==> config.mk <==
export PLATFORM = sky130hd
export DESIGN_NAME = if_id_stage_flat
export DESIGN_NICKNAME = d
export VERILOG_FILES = /design/src/rtl/if_id_stage_pkg.sv /design/src/rtl/if_id_stage_if.sv /design/src/rtl/if_id_stage_ifid_reg.sv /design/src/rtl/if_id_stage.sv /design/src/flat_wrapper.sv
export SDC_FILE = /design/constraint.sdc
export NUM_CORES = 1
export LEC_CHECK = 0
export CAP_MARGIN = 20
export CORE_AREA = 4 4 121 123
export CTS_BUF_LIST = sky130_fd_sc_hd__clkbuf_4 sky130_fd_sc_hd__clkbuf_8
export DETAILED_ROUTE_END_ITERATION = 12
export DIE_AREA = 0 0 125 127
export GPL_TIMING_DRIVEN = 0
export PLACE_DENSITY = 0.86
export SLEW_MARGIN = 0
export SYNTH_ARGS = -nofsm -noshare
export SYNTH_HDL_FRONTEND = slang
export SYNTH_HIERARCHICAL = 1
export SYNTH_SLANG_ARGS = --single-unit
==> constraint.sdc <==
create_clock -name clk -period 8.2 [get_ports clk]
set_input_delay 1.23 -clock clk [delete_from_list [all_inputs] [get_ports clk]]
set_output_delay 1.23 -clock clk [all_outputs]
set_load 0.01 [all_outputs]
==> src/rtl/if_id_stage_pkg.sv <==
// Shared definitions for the fetch/decode boundary: FSM encoding,
// default two-word marker bit and PC constants shared with the PC unit.
package if_id_stage_pkg;

    typedef enum logic {
        S_OP  = 1'b0,   // expecting an opcode word
        S_IMM = 1'b1    // expecting the immediate of a two-word instruction
    } state_t;

    localparam int          IMM_BIT_DEF = 15;
    localparam logic [31:0] RESET_PC    = 32'h20;
    localparam logic [31:0] INT_VECTOR  = 32'h0;

endpackage

==> src/rtl/if_id_stage_if.sv <==
// Bus between the fetch stage and its neighbours: PC in, instruction
// memory port, pipeline control and the IF/ID register contents.
interface if_id_stage_if #(
    parameter int ADDR_W  = 32,
    parameter int INSTR_W = 16
);
    logic [ADDR_W-1:0]  pc_in;
    logic [ADDR_W-1:0]  imem_addr;
    logic [INSTR_W-1:0] imem_data;
    logic               stall;
    logic               flush;
    logic               INT;
    logic [INSTR_W-1:0] ifid_instr;
    logic [INSTR_W-1:0] ifid_imm;
    logic [ADDR_W-1:0]  ifid_pc;
    logic [ADDR_W-1:0]  ifid_pc_next;
    logic               ifid_valid;
    logic               need_imm;

    // Environment side: PC unit, instruction memory, hazard unit, decode.
    modport master (
        output pc_in, imem_data, stall, flush, INT,
        input  imem_addr, ifid_instr, ifid_imm, ifid_pc, ifid_pc_next,
               ifid_valid, need_imm
    );

    // Fetch stage side.
    modport slave (
        input  pc_in, imem_data, stall, flush, INT,
        output imem_addr, ifid_instr, ifid_imm, ifid_pc, ifid_pc_next,
               ifid_valid, need_imm
    );
endinterface

==> src/rtl/if_id_stage_ifid_reg.sv <==
// IF/ID pipeline register. bubble clears valid and leaves the other fields
// alone (decode ignores them); load captures a complete instruction;
// neither means hold.
module ifid_reg #(
    parameter int ADDR_W  = 32,
    parameter int INSTR_W = 16
) (
    input  logic               clk,
    input  logic               reset,
    input  logic               bubble,
    input  logic               load,
    input  logic [INSTR_W-1:0] d_instr,
    input  logic [INSTR_W-1:0] d_imm,
    input  logic [ADDR_W-1:0]  d_pc,
    input  logic [ADDR_W-1:0]  d_pc_next,
    output logic [INSTR_W-1:0] instr,
    output logic [INSTR_W-1:0] imm,
    output logic [ADDR_W-1:0]  pc,
    output logic [ADDR_W-1:0]  pc_next,
    output logic               valid
);

    // Bubble beats load; with neither asserted every field holds.
    always_ff @(posedge clk or posedge reset) begin
        if (reset) begin
            instr   <= '0;
            imm     <= '0;
            pc      <= '0;
            pc_next <= '0;
            valid   <= 1'b0;
        end else if (bubble) begin
            valid   <= 1'b0;
        end else if (load) begin
            instr   <= d_instr;
            imm     <= d_imm;
            pc      <= d_pc;
            pc_next <= d_pc_next;
            valid   <= 1'b1;
        end
    end

endmodule

==> src/rtl/if_id_stage.sv <==
// Fetch/decode boundary stage. Addresses instruction memory with the
// current PC, stitches two-word instructions together across two cycles
// and feeds the IF/ID register. INT and flush squash, stall freezes.
module if_id_stage
    import if_id_stage_pkg::*;
#(
    parameter int ADDR_W  = 32,
    parameter int INSTR_W = 16,
    parameter int IMM_BIT = IMM_BIT_DEF
) (
    input  logic           clk,
    input  logic           reset,
    if_id_stage_if.slave   bus
);

    localparam logic [ADDR_W-1:0] ONE = {{(ADDR_W-1){1'b0}}, 1'b1};

    state_t             state;
    logic [INSTR_W-1:0] hold_word;
    logic [ADDR_W-1:0]  hold_pc;

    logic               kill;
    logic               two_word;
    logic               bubble;
    logic               load;
    logic [INSTR_W-1:0] d_instr;
    logic [INSTR_W-1:0] d_imm;
    logic [ADDR_W-1:0]  d_pc;
    logic [ADDR_W-1:0]  d_pc_next;

    assign bus.imem_addr = bus.pc_in;
    assign bus.need_imm  = (state == S_IMM);

    // Squash sources share one path: both redirect the PC, so flush also
    // overrides stall.
    assign kill     = bus.INT | bus.flush;
    assign two_word = bus.imem_data[IMM_BIT];

    // Enables for the IF/ID register and the instruction being assembled.
    // In S_IMM the opcode and its PC come from the hold registers; the
    // return address always follows the word currently being fetched.
    always_comb begin
        bubble    = kill | (!bus.stall && state == S_OP && two_word);
        load      = !kill && !bus.stall && !(state == S_OP && two_word);
        d_instr   = bus.imem_data;
        d_imm     = '0;
        d_pc      = bus.pc_in;
        d_pc_next = bus.pc_in + ONE;
        if (state == S_IMM) begin
            d_instr = hold_word;
            d_imm   = bus.imem_data;
            d_pc    = hold_pc;
        end
    end

    // Opcode/immediate sequencer; captures the first word of a two-word
    // instruction and drops it when the fetch is squashed.
    always_ff @(posedge clk or posedge reset) begin
        if (reset) begin
            state     <= S_OP;
            hold_word <= '0;
            hold_pc   <= '0;
        end else if (kill) begin
            state     <= S_OP;
            hold_word <= '0;
            hold_pc   <= '0;
        end else if (!bus.stall) begin
            case (state)
                S_OP: begin
                    if (two_word) begin
                        hold_word <= bus.imem_data;
                        hold_pc   <= bus.pc_in;
                        state     <= S_IMM;
                    end
                end
                S_IMM:   state <= S_OP;
                default: state <= S_OP;
            endcase
        end
    end

    ifid_reg #(
        .ADDR_W  (ADDR_W),
        .INSTR_W (INSTR_W)
    ) u_ifid_reg (
        .clk       (clk),
        .reset     (reset),
        .bubble    (bubble),
        .load      (load),
        .d_instr   (d_instr),
        .d_imm     (d_imm),
        .d_pc      (d_pc),
        .d_pc_next (d_pc_next),
        .instr     (bus.ifid_instr),
        .imm       (bus.ifid_imm),
        .pc        (bus.ifid_pc),
        .pc_next   (bus.ifid_pc_next),
        .valid     (bus.ifid_valid)
    );

endmodule
==> src/flat_wrapper.sv <==
// flat-port wrapper written by rule: the top's interface ports become plain ports
module if_id_stage_flat import if_id_stage_pkg::*;
#(
    parameter int ADDR_W  = 32,
    parameter int INSTR_W = 16,
    parameter int IMM_BIT = IMM_BIT_DEF
)
  (clk, reset, bus_pc_in, bus_imem_data, bus_stall, bus_flush, bus_INT, bus_imem_addr, bus_ifid_instr, bus_ifid_imm, bus_ifid_pc, bus_ifid_pc_next, bus_ifid_valid, bus_need_imm);
  if_id_stage_if #(.ADDR_W(ADDR_W), .INSTR_W(INSTR_W)) bus_i ();
  input  logic clk;
  input  logic reset;
  input wire logic [$bits(bus_i.pc_in)-1:0] bus_pc_in;
  input wire logic [$bits(bus_i.imem_data)-1:0] bus_imem_data;
  input wire logic [$bits(bus_i.stall)-1:0] bus_stall;
  input wire logic [$bits(bus_i.flush)-1:0] bus_flush;
  input wire logic [$bits(bus_i.INT)-1:0] bus_INT;
  output wire logic [$bits(bus_i.imem_addr)-1:0] bus_imem_addr;
  output wire logic [$bits(bus_i.ifid_instr)-1:0] bus_ifid_instr;
  output wire logic [$bits(bus_i.ifid_imm)-1:0] bus_ifid_imm;
  output wire logic [$bits(bus_i.ifid_pc)-1:0] bus_ifid_pc;
  output wire logic [$bits(bus_i.ifid_pc_next)-1:0] bus_ifid_pc_next;
  output wire logic [$bits(bus_i.ifid_valid)-1:0] bus_ifid_valid;
  output wire logic [$bits(bus_i.need_imm)-1:0] bus_need_imm;
  assign bus_i.pc_in = bus_pc_in;
  assign bus_i.imem_data = bus_imem_data;
  assign bus_i.stall = bus_stall;
  assign bus_i.flush = bus_flush;
  assign bus_i.INT = bus_INT;
  assign bus_imem_addr = bus_i.imem_addr;
  assign bus_ifid_instr = bus_i.ifid_instr;
  assign bus_ifid_imm = bus_i.ifid_imm;
  assign bus_ifid_pc = bus_i.ifid_pc;
  assign bus_ifid_pc_next = bus_i.ifid_pc_next;
  assign bus_ifid_valid = bus_i.ifid_valid;
  assign bus_need_imm = bus_i.need_imm;
  if_id_stage #(.ADDR_W(ADDR_W), .INSTR_W(INSTR_W), .IMM_BIT(IMM_BIT)) u_core (.clk(clk), .reset(reset), .bus(bus_i));
endmodule
==> out/metrics.yaml <==
ant_nets: 0
antenna_found_initial: 0
cts_resized: 0
grt_pass1_vias: 6005
final_max_slew_viol_count: 0
slew_headroom_pct: 51.4
clock_latency_ps: 460
place_inst: 984
rsz0062_at_grt: "no"
vias: 5498
ys.flop_type: "dfrtp_1"
ios: 183
cts_tree: "done"
finalSetupTns_ps: 0
wl_per_cell_um: 18.6
cts_buffers: 17
rows: 43
avgViaCountPerCell: 5.41
initial_core_util_pct: 53.4
die_x_um: 125
synth_area_leader_cell: "dfrtp_1"
final_cell_area_sq_um: 9810
cap_violations: 0
hold_buffers: 0
place_area_sq_um: 9390
areaGrowthSynthToFinish_pct: 34.4
final_nets: 877
htree_levels: 4
clock_power_share_pct: 31.9
grt_max_degree: 74
arrival_ps: 2590
layout-drive-gt1-share_pct: 29.1
drt_wl_total_um: 18900
dr.pass1.iters: 5
finalCriticalPeriod_ps: 3820
grt.overflow.total: 0
vdd_ir_drop_max_mv: 0.124
finalHoldViolations: 0
path_max_fanout: 8
synth_edf_count: 0
powerDensity_nw_per_um2: 194
die_h_um: 127
root_buffer: "clkbuf_8"
required_ps: 6970
syn-cell-area_sq_um: 7300
critPathCaptureType: "output port"
async_flop_share_pct: 100
antenna_cells: 0
internal_power_mw: 1.40
synth.distinct_cells: 36
power.switching_uw: 503
crit_type: "primary input to output port"
combPwrFrac_pct: 23.4
dpl.hpwl_um: 13800
start_kind: "primary input"
netlist_instances: 621
core_region_area_sq_um: 13700
gp_congestion: 0.781
drc: 0
yosysWarnings: 6
port_buffers: 181
drtIter0Drc: 342
fmax_mhz: 262
ys_top_cells_by_area: "dfrtp_1 50%, mux2_2 16%, mux2_4 8.2%"
path_clk_slew_ps: 80
status: "completed"
skew_ps: 5.47
dieArea_sq_um: 15900
cts_setup_buffers: 0
n_fill_cell: 950
ys_seq_elements: 146
final.period_utilization_pct: 46.6
switching_share_pct: 26.4
cts.path.max_buffers: 2
layoutNonFillerInstCount: 1016
sequentialPowerShare_pct: 44.7
synth_area_per_cell_sq_um: 11.8
synth_top_area_share_pct: 50.0
hold_path_class: "flip-flop to flip-flop"
cts_sinks: 146
setup_viol: 0
p_leak_nw: 4.25
tightest_slew_ps: 723
track_usage_pct: 24.3
synth_nets: 675
synth-seq-area-share_pct: 50.0
grt_first_pass_wirelength_um: 30700
-- synthesized netlist by cell type, types with 2 or more instances --
master and instances:
nor3_1 2, nand4_1 9, mux2_4 40, nand2_1 109, nand4_2 2, mux2_2 101
buf_12 4, and2_1 18, nor2_1 8, dfrtp_1 146, and4_1 3, buf_4 33
a21oi_1 48, xnor2_1 21, nand2b_1 2, buf_1 2, nor4_2 3, and3_1 6
o21ai_0 2, clkbuf_1 12, inv_1 4, buf_2 16, nand3_1 9, xor2_1 9
-- registers in the layout, summed over array words and instances (netlist names) --
| register | flops |
|---|---|
| u_core/u_ifid_reg/instr | 16 |
| u_core/bus.need_imm | 1 |
| u_core/u_ifid_reg/pc | 32 |
| u_core/u_ifid_reg/valid | 1 |
| u_core/hold_pc | 32 |
| u_core/u_ifid_reg/pc_next | 32 |
| u_core/u_ifid_reg/imm | 16 |
| u_core/hold_word | 16 |
-- stage by stage --
step	util, %	worst slack (ps)	power, mW	hold slack (ps)
after floorplan	-	4440	1.05	467
after global placement	68.3	3010	1.29	479
after detailed placement	68.7	4370	1.31	491
after CTS	71.8	4360	1.92	509
after global routing	71.8	4320	1.99	531
final	71.8	4380	1.90	507
-- cell families (layout without fill, tap and decap cells) --
| kind of cell | Yosys count | after routing | share of synthesized area, % |
|---|---|---|---|
| xor+xnor | 30 | 30 | 3.60 |
| fa+ha+maj | 1 | 1 | 0.171 |
| flops | 146 | 146 | 50.0 |
| compound gates | 50 | 50 | 3.43 |
| mux | 141 | 141 | 23.8 |
| simple gates | 180 | 180 | 12.1 |
| buf+inv | 73 | 288 | 6.87 |
-- per-layer routing --
layer	vias to the layer above	part of all wire, %	GRT usage, %
met1	2716	40	29.5
li1	2496	-	-
met3	43	6.3	5.85
met5	-	0	0
met2	243	50	41.3
met4	0	3.0	11.0
-- worst paths after layout --
kind | cells after the start | start | slack (ps) | end
max | 3 | bus_pc_in[10] | 4380 | bus_imem_addr[10]
min in group asynchronous | 2 | reset | 1130 | u_core/u_ifid_reg/instr[12]
min reg2reg | 2 | u_core/u_ifid_reg/valid | 510 | u_core/u_ifid_reg/valid
max reg2reg | 9 | u_core/bus.need_imm | 5700 | u_core/u_ifid_reg/instr[5]
max in group asynchronous | 3 | reset | 6380 | u_core/u_ifid_reg/pc[4]
min | 2 | u_core/u_ifid_reg/valid | 510 | u_core/u_ifid_reg/valid
-- power groups by stage --
stage / Sequential [mW] / Clock (mW) / Combinational [mW]
floorplan: 0.890 / 0 / 0.159
global placement: 0.859 / 0 / 0.434
detailed placement: 0.863 / 0 / 0.448
CTS: 0.851 / 0.619 / 0.450
global route: 0.861 / 0.651 / 0.475
finish: 0.850 / 0.608 / 0.445
-- critical path, cell delays in order --
cell	delay, ps
clkdlybuf4s50_1	670
buf_4	170
clkdlybuf4s50_1	520
-- final cells by class --
type | instances | area, sq um | area share [%]
buffer | 69 | 487 | 4.96
tap | 180 | 225 | 2.30
clock buffer | 17 | 234 | 2.38
timing repair buffer | 183 | 1860 | 18.9
inverter | 4 | 17.5 | 0.179
multi-input combinational | 402 | 3150 | 32.1
sequential | 146 | 3650 | 37.2
clock inverter | 15 | 190 | 1.94
-- placed cells by master (no fill, tap or decap), types with 2 or more instances in the layout --
cell type and instances:
clkinvlp_4 3, buf_4 33, clkinv_2 6, mux2_2 101, buf_2 16, nand3_1 9
bufinv_16 4, o21ai_0 2, and4_1 3, clkbuf_1 12, nand2_1 109, nor2_1 8
inv_1 2, clkbuf_8 17, nor4_2 3, dfrtp_1 146, and2_1 18, buf_1 2
and3_1 6, nor3_1 2, nand2b_1 2, clkdlybuf4s50_1 181, buf_12 5, nand4_1 9
xnor2_1 21, nand4_2 2, mux2_4 40, a21oi_1 48, xor2_1 9
(Power assumes the default switching activity.)
